===== src/rtl/slot_alloc_if.sv =====
// slot_alloc_if: requester-facing bundle for slot_alloc_ctrl.
//   alloc_req/alloc_gnt/alloc_idx : zero-latency slot allocation handshake
//   free_vld/free_idx/free_err    : slot release and bad-release pulse
//   flush/busy                    : sequenced clear request and progress
//   occ/count/full/empty          : occupancy status
// master = requester side, slave = controller side.
interface slot_alloc_if #(
  parameter int WIDTH = 8,
  parameter int PTRW  = 3
);
  logic              alloc_req;
  logic              alloc_gnt;
  logic [PTRW-1:0]   alloc_idx;
  logic              free_vld;
  logic [PTRW-1:0]   free_idx;
  logic              free_err;
  logic              flush;
  logic              busy;
  logic [WIDTH-1:0]  occ;
  logic [PTRW:0]     count;
  logic              full;
  logic              empty;

  modport master (
    output alloc_req, free_vld, free_idx, flush,
    input  alloc_gnt, alloc_idx, free_err, busy, occ, count, full, empty
  );

  modport slave (
    input  alloc_req, free_vld, free_idx, flush,
    output alloc_gnt, alloc_idx, free_err, busy, occ, count, full, empty
  );
endinterface


===== src/rtl/slot_alloc_ctrl.sv =====
// slot_alloc_ctrl: owns a per-slot occupancy vector and hands out free slots
// with a rotating next-fit pointer; accepts frees and runs a WIDTH-cycle
// sequenced flush.
// Ports:
//   clk   - clock, all state on posedge
//   reset - synchronous active-high reset, overrides everything
//   bus   - slot_alloc_if.slave (alloc / free / flush / status signals)
module slot_alloc_ctrl #(
  parameter int WIDTH = 8,
  parameter int PTRW  = 3
) (
  input  logic         clk,
  input  logic         reset,
  slot_alloc_if.slave  bus
);

  localparam logic [0:0] IDLE  = 1'b0;
  localparam logic [0:0] FLUSH = 1'b1;

  logic [0:0]       state_q, state_d;
  logic [WIDTH-1:0] occ_q, occ_d;
  logic [PTRW:0]    count_q, count_d;
  logic [PTRW-1:0]  ptr_q, ptr_d;
  logic [PTRW-1:0]  scan_q, scan_d;
  logic             free_err_q, free_err_d;

  logic             full;
  logic             accept;
  logic             gnt;
  logic             free_hit;
  logic [PTRW-1:0]  srch_idx;

  assign full   = (count_q == (PTRW+1)'(WIDTH));
  // A flush request takes the cycle: same-cycle alloc and free are dropped.
  assign accept = (state_q == IDLE) && !bus.flush;
  assign gnt    = bus.alloc_req && !full && accept;
  assign free_hit = accept && bus.free_vld && occ_q[bus.free_idx];

  // Next-fit search: first empty slot at or after ptr, wrapping.
  // PTRW-wide addition wraps mod WIDTH for free.
  always_comb begin : search
    logic             found;
    logic [PTRW-1:0]  cand;
    srch_idx = '0;
    found    = 1'b0;
    cand     = '0;
    for (int k = 0; k < WIDTH; k++) begin
      cand = ptr_q + PTRW'(k);
      if (!found && !occ_q[cand]) begin
        srch_idx = cand;
        found    = 1'b1;
      end
    end
  end

  always_comb begin
    state_d    = state_q;
    occ_d      = occ_q;
    count_d    = count_q;
    ptr_d      = ptr_q;
    scan_d     = scan_q;
    free_err_d = accept && bus.free_vld && !occ_q[bus.free_idx];
    case (state_q)
      IDLE: begin
        if (bus.flush) begin
          state_d = FLUSH;
          scan_d  = '0;
        end else begin
          // A grant targets an empty slot and a valid free an occupied one,
          // so the two never collide.
          if (gnt) begin
            occ_d[srch_idx] = 1'b1;
            ptr_d           = srch_idx + PTRW'(1);
          end
          if (free_hit) occ_d[bus.free_idx] = 1'b0;
          count_d = count_q + (PTRW+1)'(gnt) - (PTRW+1)'(free_hit);
        end
      end
      default: begin
        occ_d[scan_q] = 1'b0;
        scan_d        = scan_q + PTRW'(1);
        count_d       = '0;
        for (int i = 0; i < WIDTH; i++) count_d = count_d + (PTRW+1)'(occ_d[i]);
        if (scan_q == PTRW'(WIDTH-1)) begin
          state_d = IDLE;
          ptr_d   = '0;
        end
      end
    endcase
  end

  always_ff @(posedge clk) begin
    if (reset) begin
      state_q    <= IDLE;
      occ_q      <= '0;
      count_q    <= '0;
      ptr_q      <= '0;
      scan_q     <= '0;
      free_err_q <= 1'b0;
    end else begin
      state_q    <= state_d;
      occ_q      <= occ_d;
      count_q    <= count_d;
      ptr_q      <= ptr_d;
      scan_q     <= scan_d;
      free_err_q <= free_err_d;
    end
  end

  assign bus.alloc_gnt = gnt;
  assign bus.alloc_idx = srch_idx;
  assign bus.free_err  = free_err_q;
  assign bus.busy      = (state_q == FLUSH);
  assign bus.occ       = occ_q;
  assign bus.count     = count_q;
  assign bus.full      = full;
  assign bus.empty     = (count_q == '0);

endmodule

===== src/flat_wrapper.sv =====
// flat-port wrapper written by rule: the top's interface ports become plain ports
module slot_alloc_ctrl_flat 
#(
  parameter int WIDTH = 8,
  parameter int PTRW  = 3
)
  (clk, reset, bus_alloc_req, bus_free_vld, bus_free_idx, bus_flush, bus_alloc_gnt, bus_alloc_idx, bus_free_err, bus_busy, bus_occ, bus_count, bus_full, bus_empty);
  slot_alloc_if #(.WIDTH(WIDTH), .PTRW(PTRW)) bus_i ();
  input  logic clk;
  input  logic reset;
  input wire logic [$bits(bus_i.alloc_req)-1:0] bus_alloc_req;
  input wire logic [$bits(bus_i.free_vld)-1:0] bus_free_vld;
  input wire logic [$bits(bus_i.free_idx)-1:0] bus_free_idx;
  input wire logic [$bits(bus_i.flush)-1:0] bus_flush;
  output wire logic [$bits(bus_i.alloc_gnt)-1:0] bus_alloc_gnt;
  output wire logic [$bits(bus_i.alloc_idx)-1:0] bus_alloc_idx;
  output wire logic [$bits(bus_i.free_err)-1:0] bus_free_err;
  output wire logic [$bits(bus_i.busy)-1:0] bus_busy;
  output wire logic [$bits(bus_i.occ)-1:0] bus_occ;
  output wire logic [$bits(bus_i.count)-1:0] bus_count;
  output wire logic [$bits(bus_i.full)-1:0] bus_full;
  output wire logic [$bits(bus_i.empty)-1:0] bus_empty;
  assign bus_i.alloc_req = bus_alloc_req;
  assign bus_i.free_vld = bus_free_vld;
  assign bus_i.free_idx = bus_free_idx;
  assign bus_i.flush = bus_flush;
  assign bus_alloc_gnt = bus_i.alloc_gnt;
  assign bus_alloc_idx = bus_i.alloc_idx;
  assign bus_free_err = bus_i.free_err;
  assign bus_busy = bus_i.busy;
  assign bus_occ = bus_i.occ;
  assign bus_count = bus_i.count;
  assign bus_full = bus_i.full;
  assign bus_empty = bus_i.empty;
  slot_alloc_ctrl #(.WIDTH(WIDTH), .PTRW(PTRW)) u_core (.clk(clk), .reset(reset), .bus(bus_i));
endmodule

===== config.mk =====
export PLATFORM = sky130hd
export DESIGN_NAME = slot_alloc_ctrl_flat
export DESIGN_NICKNAME = d
export VERILOG_FILES = /design/src/rtl/slot_alloc_if.sv /design/src/rtl/slot_alloc_ctrl.sv /design/src/flat_wrapper.sv
export SDC_FILE = /design/constraint.sdc
export NUM_CORES = 1
export LEC_CHECK = 0
export CAP_MARGIN = 10
export CORE_ASPECT_RATIO = 1.1
export CORE_MARGIN = 5
export CORE_UTILIZATION = 43
export CTS_BUF_LIST = sky130_fd_sc_hd__clkbuf_8
export CTS_CLUSTER_DIAMETER = 50
export DETAILED_ROUTE_END_ITERATION = 8
export PLACE_DENSITY = 0.67
export SLEW_MARGIN = 20
export SYNTH_ARGS = -nofsm -noshare
export SYNTH_HDL_FRONTEND = slang
export SYNTH_SLANG_ARGS = --single-unit

===== constraint.sdc =====
create_clock -name clk -period 3.7 [get_ports clk]
set_clock_uncertainty 0.15 [all_clocks]
set_input_delay 0.37 -clock clk [delete_from_list [all_inputs] [get_ports clk]]
set_output_delay 0.37 -clock clk [all_outputs]
set_load 0.02 [all_outputs]

==> metrics.md, run 1 <==
| Metric | Value |
|---|---|
| Clock period minus worst slack | 3.49 ns |
| Share of cells above drive strength 1 | 19.6% |
| WL final | 7.02 mm |
| Synthesized area | 2730 um2 |
| Final Cycle Share | 94.4% |
| Final setup violating endpoints | 0 |
| Final count of pins violating max slew | 0 |
| Starting Density | 44.1% |
| Die height | 93.6 um |
| First-pass GRT wire length | 11.9 mm |
| Crit-path max FO | 11 |
| Sum Neg Setup Slack | 0 ns |
| Finished Layout Cells | 421 |
| Area contributors post-synth | dfxtp_1 (15%), ha_1 (6.4%), mux4_1 (5.8%), mux2i_1 (5.5%), mux4_2 (4.9%) |
| Floorplan row count | 30 |
| Total Power | 0.000553 W |
| DR vias/cell | 5.83 |
| Vias in the first global route | 2531 |
| Reg2Reg Depth | 12 |
| P_leak | 1.24 nW |
| HPWL after detailed placement | 5.37 mm |
| Nets | 369 |
| Tot GR Track Use | 17.8% |
| Post-synth ARST share | 0% |
| Syn_nets | 335 |
| Antenna Cells | 0 |
| Max-Cap Viols | 0 |
| Hold depth | 1 |
| IO Pins | 28 |
| Avg Synthesized Cell Area | 8.87 um2 |
| Via count | 2455 |
| Yosys synthesis warning count | 0 |
| CP Launch Type | register |
| Final Hold Viols | 0 |
| Htree depth | 1 |
| RD Place Congestion | 0.923 |
| Slowest Stage Delay on Critical Path | 0.57 ns |
| Seq cells post-synth | 20 |
| Slew margin rel. | 50.2% |
| Synth Instances | 308 |
| Synth top area share | 14.7% |
| WL/cell | 16.7 um |
| Hold-fix buffers, CTS | 0 |
| Number of routed nets with antenna violations | 0 |
| GRT overflow | 0 |
| Initial DRC count | 104 |
| CP Capture Type | output port |
| Data required, critical path | 3.18 ns |
| Cell area power density | 173 nW/um2 |
| Root buffer cell | clkbuf_8 |
| Max Fclk | 0.286 GHz |
| Peak supply drop | 112 uV |
| Worst-Skew Late Latency | 0.27 ns |
| Core ar. | 6190 um2 |
| Fill cell count | 598 |
| Most frequent cells in the layout | nand2_1 (29), clkdlybuf4s50_1 (24), buf_4 (24) |
| Status | finished, final reports clean |
| Post-synth cell types | 66 |
| Total CTS buffers | 3 |
| Worst Hold Class | register to register |
| Most area-hungry cell type in the Yosys netlist | dfxtp_1 |
| Clock sink count | 20 |
| Crit-path slowest cell | mux4_2 |
| Clk buf depth | 2 |
| Main synth FF type | dfxtp_1 |
| Die Area | 8050 um2 |
| PortBufs | 27 |
| DIE WIDTH | 86.0 um |
| Seq/Total Area, Yosys | 14.7% |
| Most frequent CP cell | buf_4 |
| Pin count of the biggest net entering global routing | 17 |
| Commonest non-fill, non-tap cell in the layout | nand2_1 |
| Detailed-route DRC error count | 0 |
| CTS clock-pin slew for the worst setup and hold paths | 0.08 ns |
| Placed insts | 416 |
| Number of synthesized flops with an enable pin | 0 |
| Initial antenna violation count | 0 |
| WP data arrival | 2.97 ns |
| Layout area overhead | 17.0% |
| Critical path type | register to output port |
| RSZ-0062 raised after global routing | false |
| Slew @ Worst Pin | 0.741 ns |
| 1st-pass router iterations | 4 |
| Cell breakdown of the critical path | buf_4 -> buf_4 -> mux4_2 -> mux2_2 -> and2_1 -> and3_1 -> o311a_4 -> dlygate4sd2_1 |
| TritonCTS clock tree | done |
## cell usage after synthesis, types with 8 or more instances
cell type,instances
nand3_1,13
inv_1,18
mux2_2,8
dfxtp_1,20
buf_2,8
ha_1,14
mux2i_1,15
a21oi_1,13
nor2_1,20
o31ai_1,8
o21ai_0,20
nand2_1,29
## per-stage QoR
| step | cell area [um2] | setup slack (ns) | hold WS, ns | util, % |
|---|---|---|---|---|
| after floorplan | 2730 | 0.138 | 0.334 | - |
| after global placement | 3100 | 0.160 | 0.421 | 50.1 |
| after detailed placement | 3100 | 0.0970 | 0.414 | 50.1 |
| after CTS | 3170 | 0.0519 | 0.426 | 51.2 |
| after global routing | 3200 | 0.00508 | 0.446 | 51.6 |
| final | 3200 | 0.206 | 0.426 | 51.6 |
## state kept, by name, indices dropped and copies added, names as in the netlist
signal	flops
u_core.bus.busy	1
u_core.bus.count	4
u_core.bus.occ	8
u_core.scan_q	3
u_core.ptr_q	3
u_core.bus.free_err	1
## power by group
group / total (W) / switching [W] / internal [W] / leakage, nW
logic: 0.000154 / 0.0000836 / 0.0000702 / 1.04
clock network: 0.000175 / 0.0000798 / 0.0000950 / 0.0288
registers: 0.000225 / 0.00000429 / 0.000220 / 0.163
## kinds of logic after synthesis
family,share of synthesized area (%)
AOI/OAI and AO/OA,22.5
xor gates and xnor gates,2.24
adders and majority gates,10.1
buffers and inverters,10.0
DFF,14.7
muxes,21.7
and+or+nand+nor,18.8
## layer usage
layer	global-route usage (%)	share of wire [%]	vias up
met1	21.5	43	1185
met4	5.28	2.0	0
met3	1.06	2.5	14
met2	33.3	52	47
met5	0	0	-
li1	-	-	1209
## path summary, 6_finish.rpt
| kind | from | to | slack [ns] |
|---|---|---|---|
| min | u_core.bus.occ[3]$_SDFFE_PP0P_ | u_core.bus.occ[3]$_SDFFE_PP0P_ | 0.43 |
| max reg2reg | u_core.scan_q[0]$_SDFFE_PP0P_ | u_core.bus.count[1]$_SDFFE_PP0P_ | 0.22 |
| max | u_core.ptr_q[0]$_SDFFE_PP0P_ | bus_alloc_idx[1] | 0.21 |
| min reg2reg | u_core.bus.occ[3]$_SDFFE_PP0P_ | u_core.bus.occ[3]$_SDFFE_PP0P_ | 0.43 |
## timing repair
action / 4_1_cts / 5_1_grt
endpoints found under the setup margin: 3 / 3
pin swaps: 0 / 1
buffers inserted: 0 / 1
gates resized for setup: 5 / 7
## worst max-delay path: cells and delay by family (launching register included)
family,cells,cell delay (ns)
mux,2,0.90
simple gates,2,0.39
flops,1,0.34
buf+inv,3,0.73
compound gates,1,0.36
## cell type report
| cell class | count | area, um2 | share of cell area, % |
|---|---|---|---|
| Multi-Input combinational cell | 245 | 2090 | 65.2 |
| Timing Repair Buffer | 53 | 482 | 15.1 |
| Sequential cell | 20 | 404 | 12.6 |
| Tap cell | 80 | 100 | 3.13 |
| Inverter | 19 | 71.3 | 2.23 |
| Clock buffer | 4 | 55.1 | 1.72 |
Note: power is estimated with default switching activity, not from simulation.
==> run 2: changes to the inputs <==
--- a/config.mk
+++ b/config.mk
@@ -12,7 +12,8 @@
 export CTS_BUF_LIST = sky130_fd_sc_hd__clkbuf_8
 export CTS_CLUSTER_DIAMETER = 50
 export DETAILED_ROUTE_END_ITERATION = 8
-export PLACE_DENSITY = 0.67
+export PLACE_DENSITY = 0.69
+export SETUP_SLACK_MARGIN = 0.5
 export SLEW_MARGIN = 20
 export SYNTH_ARGS = -nofsm -noshare
 export SYNTH_HDL_FRONTEND = slang
==> run 2 against run 1 <==
  * Maximum frequency grew 3.3%
  * Clock power shrank 19%
  * Power shrank 1.5%
  * Via count grew 4.4%
  * Combinational power grew 14%
  * Final cell count grew 3.6%
  * Worst hold slack gained 0.044 ns
  * Worst setup slack gained 0.11 ns
  * Critical endpoint is now u_core.bus.count[1]$_SDFFE_PP0P_
  * Largest cell class unchanged
  * Largest power group unchanged
==> metrics.md, run 2 (same netlist as run 1, synthesis figures left out) <==
| Metric | Value |
|---|---|
| Fill cell count | 546 (-8.7%) |
| CTS clock-pin slew for the worst setup and hold paths | 0.07 ns (about the same) |
| P_leak | 1.39 nW (+13%) |
| Via count | 2562 (+4.4%) |
| Root buffer cell | clkbuf_8 |
| DR vias/cell | 5.88 (+0.77%) |
| WL/cell | 17.4 um (+4.5%) |
| Max Fclk | 0.296 GHz (+3.3%) |
| CP Capture Type | register |
| Tot GR Track Use | 18.1% (+0.29 points) |
| Top delay family on crit path | adder cells |
| Antenna Cells | 0 (unchanged) |
| Final Hold Viols | 0 (unchanged) |
| Layout area overhead | 30.5% |
| Slew @ Worst Pin | 0.745 ns (+0.00348 ns) |
| CP Launch Type | register |
| Max reg flops | 8 (unchanged) |
| PortBufs | 27 (unchanged) |
| Die height | 93.6 um (unchanged) |
| Most frequent cells in the layout | buf_4 (32), nand2_1 (29), clkdlybuf4s50_1 (21) |
| Nets | 385 (+4.3%) |
| Cell breakdown of the critical path | inv_4 -> o31a_1 -> ha_1 -> inv_1 -> fa_1 -> inv_1 -> fa_1 -> fa_2 -> inv_2 -> fa_1 -> mux2_4 -> nor2_1 |
| Pre-CTS setup slack | 0.116 ns (+0.0190 ns) |
| Starting Density | 44.1% (unchanged) |
| RD Place Congestion | 0.960 (+4.0%) |
| TritonCTS clock tree | done |
| Floorplan row count | 30 (unchanged) |
| Slew margin rel. | 50.0% (-0.23 points) |
| WL final | 7.59 mm (+8.2%) |
| Initial antenna violation count | 0 (unchanged) |
| First-pass GRT wire length | 11.9 mm (-0.35%) |
| Initial DRC count | 161 (+55%) |
| Critical path type | register to register |
| Vias in the first global route | 2474 (-2.3%) |
| Cell area power density | 153 nW/um2 (-12%) |
| Final worst-path setup slack | 0.319 ns (+0.112 ns) |
| Die Area | 8050 um2 (unchanged) |
| Worst Hold Class | register to register |
| IO Pins | 28 (unchanged) |
| HPWL after detailed placement | 5.24 mm (-2.3%) |
| Crit-path max FO | 5 (-6) |
| Most frequent CP cell | fa_1 |
| Worst-Skew Late Latency | 0.25 ns (-0.02 ns) |
| Share of cells above drive strength 1 | 31.5% (+12 points) |
| DIE WIDTH | 86.0 um (unchanged) |
| Data required, critical path | 3.75 ns (+0.57 ns) |
| Core ar. | 6190 um2 (unchanged) |
| Htree depth | 1 (unchanged) |
| Final count of pins violating max slew | 0 (unchanged) |
| Buf+Inv Stages, Crit Path | 4 (+1) |
| GRT overflow | 0 (unchanged) |
| Pin count of the biggest net entering global routing | 22 (+5) |
| Clock sink count | 20 (unchanged) |
| Max-Cap Viols | 0 (unchanged) |
| Slowest Stage Delay on Critical Path | 0.53 ns (-0.04 ns) |
| Number of routed nets with antenna violations | 0 (unchanged) |
| Clock period minus worst slack | 3.38 ns (-0.112 ns) |
| 1st-pass router iterations | 4 (unchanged) |
| Peak supply drop | 151 uV (+35%) |
| Hold-fix buffers, CTS | 0 (unchanged) |
| WP data arrival | 3.43 ns (+0.46 ns) |
| Final setup violating endpoints | 0 (unchanged) |
| Clk buf depth | 2 (unchanged) |
| RSZ-0062 raised after global routing | true |
| Commonest non-fill, non-tap cell in the layout | buf_4 |
| Detailed-route DRC error count | 0 (unchanged) |
| Sum Neg Setup Slack | 0 ns (unchanged) |
| Final Cycle Share | 91.4% (-3.0 points) |
| Total CTS buffers | 3 (unchanged) |
| Status | finished, final reports clean |
| Crit-path slowest cell | fa_1 |
## run 2: worst paths after layout
path	start	end	slack (ns)	depth (start not counted)
max reg2reg	u_core.scan_q[0]$_SDFFE_PP0P_	u_core.bus.count[1]$_SDFFE_PP0P_	0.32	12
min	u_core.bus.occ[4]$_SDFFE_PP0P_	u_core.bus.occ[4]$_SDFFE_PP0P_	0.47	2
min reg2reg	u_core.bus.occ[4]$_SDFFE_PP0P_	u_core.bus.occ[4]$_SDFFE_PP0P_	0.47	2
max	u_core.scan_q[0]$_SDFFE_PP0P_	u_core.bus.count[1]$_SDFFE_PP0P_	0.32	12
## run 2: stage by stage
stage                     area, um2  hold WS [ns]  total power [W]  cells  util, %
final                          3570         0.471         0.000545    436     57.6
after global placement         3120         0.362         0.000380    410     50.4
after floorplan                2800         0.334         0.000339    308        -
after global routing           3570         0.507         0.000573    436     57.6
after CTS                      3300         0.462         0.000537    423     53.3
after detailed placement       3120         0.376         0.000383    410     50.4
## run 2: timing repair
action                                  CTS  global route
pin swaps                                 8            15
endpoints found under the setup margin   13            12
resized for setup                        35            30
setup buffers                            10            11
gates cloned                              0             2
## run 2: routing by layer
metal | track usage (%) | vias to the layer above | share of wire [%]
met1 | 21.7 | 1232 | 42
li1 | - | 1237 | -
met2 | 32.8 | 74 | 52
met3 | 1.85 | 19 | 3.5
met4 | 6.73 | 0 | 2.7
met5 | 0 | - | 0
## run 2: final cells by class
class	count	area, um2	share of cell area [%]
inverters	19	86.3	2.42
multi-input cells	245	2220	62.3
clock buffers	3	41.3	1.16
flip-flops and latches	20	424	11.9
well taps	80	100	2.81
repair buffers	69	694	19.5
## run 2: worst register-to-register path: stages, from the launching register on
cell and delay, ns:
dfxtp_4 0.39, inv_4 0.04, o31a_1 0.23, ha_1 0.27, inv_1 0.05, fa_1 0.53, inv_1 0.05, fa_1 0.45
fa_2 0.37, inv_2 0.06, fa_1 0.41, mux2_4 0.27, nor2_1 0.08
## run 2: power breakdown
part / switching [W] / leakage, nW / internal (W)
registers: 0.00000776 / 0.168 / 0.000219
clock network: 0.0000700 / 0.0216 / 0.0000724
logic: 0.0000913 / 1.20 / 0.0000847
